[src/rtl/traffic_lamp_monitor.sv]
`default_nettype none
// +----------------------------------------------------------------------------+
// | traffic_lamp_monitor                                                       |
// | Decodes NS/EW lamp codes into a phase, times each phase, flags violations. |
// | Rev 1.0                                                                    |
// +----------------------------------------------------------------------------+
module traffic_lamp_monitor #(
    parameter int GREEN_CYCLES  = 10000,
    parameter int YELLOW_CYCLES = 1500,
    parameter int TOL           = 0,
    parameter int CNT_W         = 16
) (
    input  logic             clk,
    input  logic             rst,
    input  logic [3:0]       NS,
    input  logic [3:0]       EW,
    input  logic             clr_err,
    output logic [2:0]       phase,
    output logic             phase_done,
    output logic [CNT_W-1:0] phase_len,
    output logic [4:0]       err,
    output logic             err_any,
    output logic [15:0]      cycle_cnt
);

    typedef enum logic [2:0] {
        SYNC = 3'd0,
        NS_G = 3'd1,
        NS_Y = 3'd2,
        EW_G = 3'd3,
        EW_Y = 3'd4
    } state_t;

    localparam logic [3:0] c_red = 4'b0001;
    localparam logic [3:0] c_yel = 4'b0010;
    localparam logic [3:0] c_grn = 4'b0100;

    localparam logic [CNT_W-1:0] c_cnt_max = '1;
    localparam logic [31:0] c_green_lo  = (GREEN_CYCLES > TOL)  ? 32'(GREEN_CYCLES - TOL)  : 32'd0;
    localparam logic [31:0] c_green_hi  = 32'(GREEN_CYCLES + TOL);
    localparam logic [31:0] c_yellow_lo = (YELLOW_CYCLES > TOL) ? 32'(YELLOW_CYCLES - TOL) : 32'd0;
    localparam logic [31:0] c_yellow_hi = 32'(YELLOW_CYCLES + TOL);

    logic [3:0]       r_ns_q, r_ew_q;
    logic             r_primed;
    state_t           r_state;
    logic [CNT_W-1:0] r_dur;
    logic             r_exempt;
    logic             r_phase_done;
    logic [CNT_W-1:0] r_phase_len;
    logic [4:0]       r_err;
    logic [15:0]      r_cycle_cnt;

    logic             w_ns_red, w_ns_nonred, w_ew_red, w_ew_nonred;
    state_t           w_dec, w_succ, w_state_nx;
    logic [31:0]      w_exp_lo, w_exp_hi;
    logic [CNT_W-1:0] w_dur_nx;
    logic             w_exempt_nx, w_leave, w_wrap;
    logic             w_conflict, w_bad_code, w_bad_seq, w_short, w_long;

    always_comb begin
        w_ns_red    = (r_ns_q == c_red);
        w_ew_red    = (r_ew_q == c_red);
        w_ns_nonred = (r_ns_q == c_yel) || (r_ns_q == c_grn);
        w_ew_nonred = (r_ew_q == c_yel) || (r_ew_q == c_grn);
        w_dec = SYNC;
        if      ((r_ns_q == c_grn) && w_ew_red) w_dec = NS_G;
        else if ((r_ns_q == c_yel) && w_ew_red) w_dec = NS_Y;
        else if ((r_ew_q == c_grn) && w_ns_red) w_dec = EW_G;
        else if ((r_ew_q == c_yel) && w_ns_red) w_dec = EW_Y;
    end

    always_comb begin
        w_succ   = SYNC;
        w_exp_lo = 32'd0;
        w_exp_hi = 32'hFFFF_FFFF;
        case (r_state)
            NS_G:    begin w_succ = NS_Y; w_exp_lo = c_green_lo;  w_exp_hi = c_green_hi;  end
            NS_Y:    begin w_succ = EW_G; w_exp_lo = c_yellow_lo; w_exp_hi = c_yellow_hi; end
            EW_G:    begin w_succ = EW_Y; w_exp_lo = c_green_lo;  w_exp_hi = c_green_hi;  end
            EW_Y:    begin w_succ = NS_G; w_exp_lo = c_yellow_lo; w_exp_hi = c_yellow_hi; end
            default: ;
        endcase
    end

    // Until the input register has captured real pins after reset, nothing is decoded.
    always_comb begin
        w_state_nx  = r_state;
        w_dur_nx    = r_dur;
        w_exempt_nx = r_exempt;
        w_leave     = 1'b0;
        w_wrap      = 1'b0;
        w_conflict  = 1'b0;
        w_bad_code  = 1'b0;
        w_bad_seq   = 1'b0;
        w_short     = 1'b0;
        w_long      = 1'b0;
        if (r_primed) begin
            w_state_nx = w_dec;
            w_leave    = (r_state != SYNC) && (w_dec != r_state);
            w_short    = w_leave && !r_exempt && (32'(r_dur) < w_exp_lo);
            if (w_dec == SYNC) begin
                w_conflict  = w_ns_nonred && w_ew_nonred;
                w_bad_code  = !w_conflict;
                w_dur_nx    = '0;
                w_exempt_nx = 1'b1;
            end else if (w_dec == r_state) begin
                w_dur_nx = (r_dur == c_cnt_max) ? r_dur : r_dur + CNT_W'(1);
                w_long   = !r_exempt && (32'(w_dur_nx) > w_exp_hi) && (32'(r_dur) <= w_exp_hi);
            end else begin
                w_dur_nx = CNT_W'(1);
                if (r_state == SYNC) begin
                    w_exempt_nx = 1'b1;
                end else if (w_dec == w_succ) begin
                    w_exempt_nx = 1'b0;
                    w_wrap      = (r_state == EW_Y);
                end else begin
                    w_exempt_nx = 1'b1;
                    w_bad_seq   = 1'b1;
                end
            end
        end
    end

    always_ff @(posedge clk) begin
        if (!rst) r_state <= SYNC;
        else      r_state <= w_state_nx;
    end

    always_ff @(posedge clk) begin
        if (!rst) begin
            r_ns_q       <= '0;
            r_ew_q       <= '0;
            r_primed     <= 1'b0;
            r_dur        <= '0;
            r_exempt     <= 1'b0;
            r_phase_done <= 1'b0;
            r_phase_len  <= '0;
            r_err        <= '0;
            r_cycle_cnt  <= '0;
        end else begin
            r_ns_q       <= NS;
            r_ew_q       <= EW;
            r_primed     <= 1'b1;
            r_dur        <= w_dur_nx;
            r_exempt     <= w_exempt_nx;
            r_phase_done <= w_leave;
            if (w_leave) r_phase_len <= r_dur;
            r_err        <= (clr_err ? 5'd0 : r_err)
                          | {w_long, w_short, w_bad_seq, w_bad_code, w_conflict};
            if (w_wrap) r_cycle_cnt <= r_cycle_cnt + 16'd1;
        end
    end

    assign phase      = r_state;
    assign phase_done = r_phase_done;
    assign phase_len  = r_phase_len;
    assign err        = r_err;
    assign err_any    = |r_err;
    assign cycle_cnt  = r_cycle_cnt;

endmodule
`default_nettype wire
[config.mk]
export PLATFORM = sky130hd
export DESIGN_NAME = traffic_lamp_monitor
export DESIGN_NICKNAME = d
export VERILOG_FILES = /design/src/rtl/traffic_lamp_monitor.sv
export SDC_FILE = /design/constraint.sdc
export NUM_CORES = 1
export LEC_CHECK = 0
export CAP_MARGIN = 10
export CORE_MARGIN = 3
export CORE_UTILIZATION = 45
export CTS_CLUSTER_DIAMETER = 30
export DETAILED_ROUTE_END_ITERATION = 10
export GPL_TIMING_DRIVEN = 0
export PLACE_DENSITY = 0.67
export SLEW_MARGIN = 10
export SYNTH_ARGS = -nofsm -noshare
export SYNTH_HDL_FRONTEND = slang
export SYNTH_SLANG_ARGS = --single-unit
[constraint.sdc]
create_clock -name clk -period 4.1 [get_ports clk]
set_input_delay 1.23 -clock clk [delete_from_list [all_inputs] [get_ports clk]]
set_output_delay 1.23 -clock clk [all_outputs]
set_load 0.02 [all_outputs]
## After elaboration in Yosys (flattened, before gate mapping)

Cells that the tools add are included.

| word-level totals | value |
|---|---|
| bits in registers | 67 |
| output and inout port bits | 42 |

| operators by class | value |
|---|---|
| add/sub/neg operators | 2 |
| order comparisons | 3 |
| eq/ne operators | 15 |
| muxes and demuxes | 34 |
| bitwise logic cells | 1 |
| reductions and logical operators | 21 |

Operator list:

| kind | count |
|---|---|
| case mux 32 bit (2 select lines) | 1 |
| 2-to-1 mux 16 bit | 3 |
| adder 16 x 1 -> 16 bit, second input constant | 2 |
| greater-than comparator 16 x 32 -> 1 bit | 1 |
| <= comparator 16 x 32 -> 1 bit | 1 |
| < comparator 16 x 32 -> 1 bit | 1 |
| case mux 14 bit (2 select lines) | 1 |
| 2-to-1 mux 1 bit | 23 |
| == test 16 bit, second input constant | 1 |
| 2-to-1 mux 3 bit | 4 |
| case mux 3 bit (4 select lines) | 1 |
| logical AND 1 bit | 10 |
| == test 4 x 1 -> 1 bit, second input constant | 2 |
| == test 4 x 2 -> 1 bit, second input constant | 2 |
| == test 4 x 3 -> 1 bit, second input constant | 2 |
| == test 3 x 2 -> 1 bit, second input constant | 2 |
| == test 3 bit | 2 |
| logical NOT 3 bit | 2 |
| 2-to-1 mux 5 bit | 1 |
| OR 5 bit | 1 |
| OR reduction 5 bit | 1 |
| OR reduction 2 bit | 2 |
| == test 3 x 1 -> 1 bit, second input constant | 1 |
| == test 3 bit, second input constant | 1 |
| 6 further kinds | 8 |

## Logic depth before layout (Yosys ltp)

| depth | value |
|---|---|
| depth after elaboration | 13 |
| mapped depth | 13 |
| mapped depth without buffers | 13 |

## Worst setup path after synthesis

OpenSTA, ideal clock, no wires.

| timing path | value |
|---|---|
| path kind | flip-flop to flip-flop |
| start point | register r_dur[1] |
| end point | register r_err[4], in the netlist err[4] |
| setup time | 0.117 ns |
| data arrival time | 3.037 ns |
| data required time | 3.983 ns |
| path slack | 0.946 ns |
| cell stages (with the launch flop) | 13 |
| period minus slack after synthesis | 3.154 ns |
| path through | dfxtp_1 > ha_1 > nand3_1 > nor3_1 > and3_1 > mux2_2 > ha_1 > a21o_1 > a21o_1 > a21o_1 > a21oi_1 > o311ai_0 > a32o_1 |

| between the ends | value |
|---|---|
| longest elaborated chain between the ends | 9 |
| elaborated cells between the ends (all ways) | 11 |

RTL lines:

| element | line | text |
|---|---|---|
| start, declared | 47 | `logic [CNT_W-1:0] r_dur;` |
| start signal, assigned | 145 | `r_dur <= w_dur_nx;` |
| adder 16 x 1 -> 16 bit or == test 16 bit (tied branches) | 108 | `w_dur_nx = (r_dur == c_cnt_max) ? r_dur : r_dur + CNT_W'(1);` |
| 2-to-1 mux 16 bit | 108 |  |
| greater-than comparator 16 x 32 -> 1 bit | 109 | `w_long = !r_exempt && (32'(w_dur_nx) > w_exp_hi) && (32'(r_dur) <= w_exp_hi);` |
| logical AND 1 bit | 109 |  |
| logical AND 1 bit (*) | 109 |  |
| 2-to-1 mux 1 bit (*) | 107 | `end else if (w_dec == r_state) begin` |
| 2-to-1 mux 1 bit (*) | 102 | `if (w_dec == SYNC) begin` |
| 2-to-1 mux 1 bit (*) | 98 | `if (r_primed) begin` |
| OR 5 bit (*) | 150 | `\| {w_long, w_short, w_bad_seq, w_bad_code, w_conflict};` |
| end signal, assigned | 149 | `r_err <= (clr_err ? 5'd0 : r_err)` |
| end, declared | 51 | `logic [4:0] r_err;` |

Mark *: on every way between the ends. The rest lies on a longest branch, timed or not.
A chain may end at the register's enable or synchronous reset.

## Worst setup path in the final report

| timing path | value |
|---|---|
| start point | register r_dur[2] |
| end point | register r_err[4], in the netlist err[4] |

Same word-level chain as after synthesis.

==> key figures <==
Global routing
  • GRT Util Overall: 0.233
  • Gr ovfl total: 0
  • Number of global-route vias before repair: 3890
  • Initial antenna violation count: 0
  • Global-route wire length before repair: 19100 um
  • Largest net degree at the start of global routing: 13

Critical path
  • Slowest cell on the critical path: a2111oi_0
  • Setup crit end kind: register
  • Critical Path RT: 4.40 ns
  • Max incr delay on CP: 0.54 ns
  • Largest delay share family, worst path: compound AO/OA/AOI/OAI gates
  • CP bufs+invs: 1
  • Crit path cell chain: clkbuf_1 -> nand3_1 -> nor3_2 -> a21oi_1 -> and4_1 -> xor2_1 -> ha_1 -> a21oi_1 -> a2111oi_0 -> o2111ai_1 -> o311ai_0 -> a32o_1
  • Setup crit start kind: register
  • Cell mode on critical path: a21oi_1
  • CP max FO: 9
  • Setup CP Type: register to register
  • WP data arrival: 4.01 ns

Timing
  • Final Cycle Share: 0.907
  • Setup tns final: 0 ns
  • Normalized max-slew margin: 0.322
  • Fin crit period: 3.72 ns
  • RSZ-0062 raised after global routing: no
  • Fin. Hold Viols: 0
  • # setup viols final: 0
  • Fmax: 269 MHz
  • Final Max Slew Viols: 0
  • Setup Skew: 0.00823 ns
  • Worst-Margin Slew: 1.01 ns

Routing
  • Vias per cell: 5.87
  • Routed vias: 3894
  • DRT antenna net count: 0
  • Final WL: 11400 um
  • Drt drc: 0
  • Wirelength per Cell: 17.2 um
  • DRT Pass-1 Iters: 5
  • DRT iter0 DRCs: 239

Floorplan
  • Ports: 53
  • Core Region: 0.00881 mm^2
  • Die Width: 102 um
  • Die ar.: 0.0104 mm^2
  • Die Span Y: 102 um
  • Row cnt: 34
  • Initial Util: 0.469

Finish
  • Synthesis-to-layout area growth: 19.9%
  • Commonest non-fill, non-tap cells in the layout: dfxtp_1, clkdlybuf4s50_1, nor2_1, ha_1, a21oi_1
  • Share of cells above drive strength 1: 0.0649
  • Final layout net count: 598
  • Most common cell after layout, fill and taps aside: dfxtp_1
  • Final core occ: 0.563
  • N_diodes: 0

CTS
  • Clk Tree Root Cell: clkbuf_8
  • Resize count post-CTS: 0
  • CTS Sinks: 67
  • Clock Path Buffers: 2
  • CTS tree: built
  • H-tree depth: 3
  • TritonCTS buffer count: 9
  • Clk_lat worst skew: 0.35 ns
  • Postcts setup bufs: 0
  • Clock slew at reported path FFs: 0.07 ns
  • CTS Hold Buffers Added: 0

Flow run
  • Max cap viols: 0

Pwr
  • Leakage Power: 0.00194 uW
  • VDD IR-drop max: 0.134 mV
  • Tot Pwr: 1230 uW
  • Cell Pwr Density: 248 mW/mm^2

Synthesis
  • Gate Count Post-Synth: 488
  • Post-Syn Nets: 535
  • Synth Flop Type: dfxtp_1
  • Number of synthesized flops with an enable pin: 0
  • Syn avg cell area: 8.47 um^2
  • Synth cell types: 58
  • Mapped Area: 0.00413 mm^2
  • Seq/Total Area, Yosys: 0.325
  • #FFs+latches synth: 67
  • Synth async-reset ratio: 0
  • Synth Warn #: 0

Placed design
  • GP Congestion: 0.912
  • Port Buffers: 52
  • DP HPWL: 8350 um

Status
  • Status: finished, final reports clean

Worst hold path
  • Min-Delay Path Class: register to register
## sequential cells by signal (all words and copies together) (netlist names)
register and flops:
r_dur 16, r_primed 1, cycle_cnt 16, r_exempt 1, phase_done 1, r_ns_q 4, phase 3, r_ew_q 4
err 5, phase_len 16
## layout make-up
type,count,area (um^2)
Fill cell,792,3850
Multi-Input combinational cell,378,2610
Sequential cell,67,1340
Timing Repair Buffer,52,520
Clock buffer,12,145
Tap cell,108,135
Buffer,29,131
Inverter,14,52.6
Clock inverter,3,15.0
## worst register-to-register path, stage by stage (launching register included)
cell and delay [ns]:
dfxtp_1 0.33, clkbuf_1 0.40, nand3_1 0.32, nor3_2 0.46, a21oi_1 0.26, and4_1 0.31
xor2_1 0.15, ha_1 0.31, a21oi_1 0.08, a2111oi_0 0.54, o2111ai_1 0.16, o311ai_0 0.13
a32o_1 0.22
## routing by layer
layer | vias to the layer above | global-route usage | part of all wire | wire length, um
li1 | 1926 | - | - | -
met5 | - | 0 | 0 | 0
met3 | 25 | 0.0444 | 0.060 | 686
met4 | 0 | 0.0848 | 0.026 | 295
met1 | 1805 | 0.309 | 0.46 | 5190
met2 | 138 | 0.377 | 0.46 | 5200
## metrics by stage
step / area [um^2] / hold slack [ns] / worst slack, ns / cells
2_1_floorplan: 4130 / 0.450 / 0.946 / 488
3_3_place_gp: 4790 / 0.474 / 0.273 / 648
3_5_place_dp: 4790 / 0.476 / 0.304 / 648
4_1_cts: 4950 / 0.486 / 0.260 / 663
5_1_grt: 4950 / 0.529 / 0.150 / 663
6_report: 4950 / 0.484 / 0.383 / 663
## worst paths after layout
check	startpoint	to	cells past startpoint	slack [ns]
worst max-delay path	r_dur[2]	err[4]	12	0.38
worst min-delay path	r_primed	phase_done	2	0.48
worst max register to register	r_dur[2]	err[4]	12	0.38
worst min register to register	r_primed	phase_done	2	0.48
## cells in the mapped netlist, drive strengths merged, types with 4 or more instances
master  count  area share
a211oi      5       0.010
a21o        5      0.0091
a21oi      35       0.042
a32oi       5       0.011
and2       11       0.017
and3       14       0.021
and4        4      0.0085
buf         5      0.0097
clkbuf     24       0.022
dfxtp      67        0.32
ha         36        0.11
inv        13       0.012
mux2        5       0.014
mux2i      20       0.048
nand2      25       0.023
nand2b      5      0.0076
nand3      26       0.031
nand4      17       0.029
nor2       47       0.043
nor2b       9       0.014
nor3        6      0.0073
nor4        5      0.0076
o21ai      27       0.033
or3        13       0.020
xnor2       9       0.019
xor2        7       0.015
## logic make-up after synthesis
group,Yosys count,share of synthesized area
AOI/OAI and AO/OA,107,0.171
xor gates and xnor gates,16,0.0339
adders and majority gates,36,0.109
buffers and inverters,43,0.0445
DFF,67,0.325
muxes,25,0.0621
and+or+nand+nor,194,0.255
## power breakdown
part | total, uW | switching [uW] | internal, uW
Clock | 477 | 247 | 230
Combinational | 86.0 | 51.5 | 34.5
Sequential | 667 | 8.89 | 658
Power figures use the tool's default switching activity.
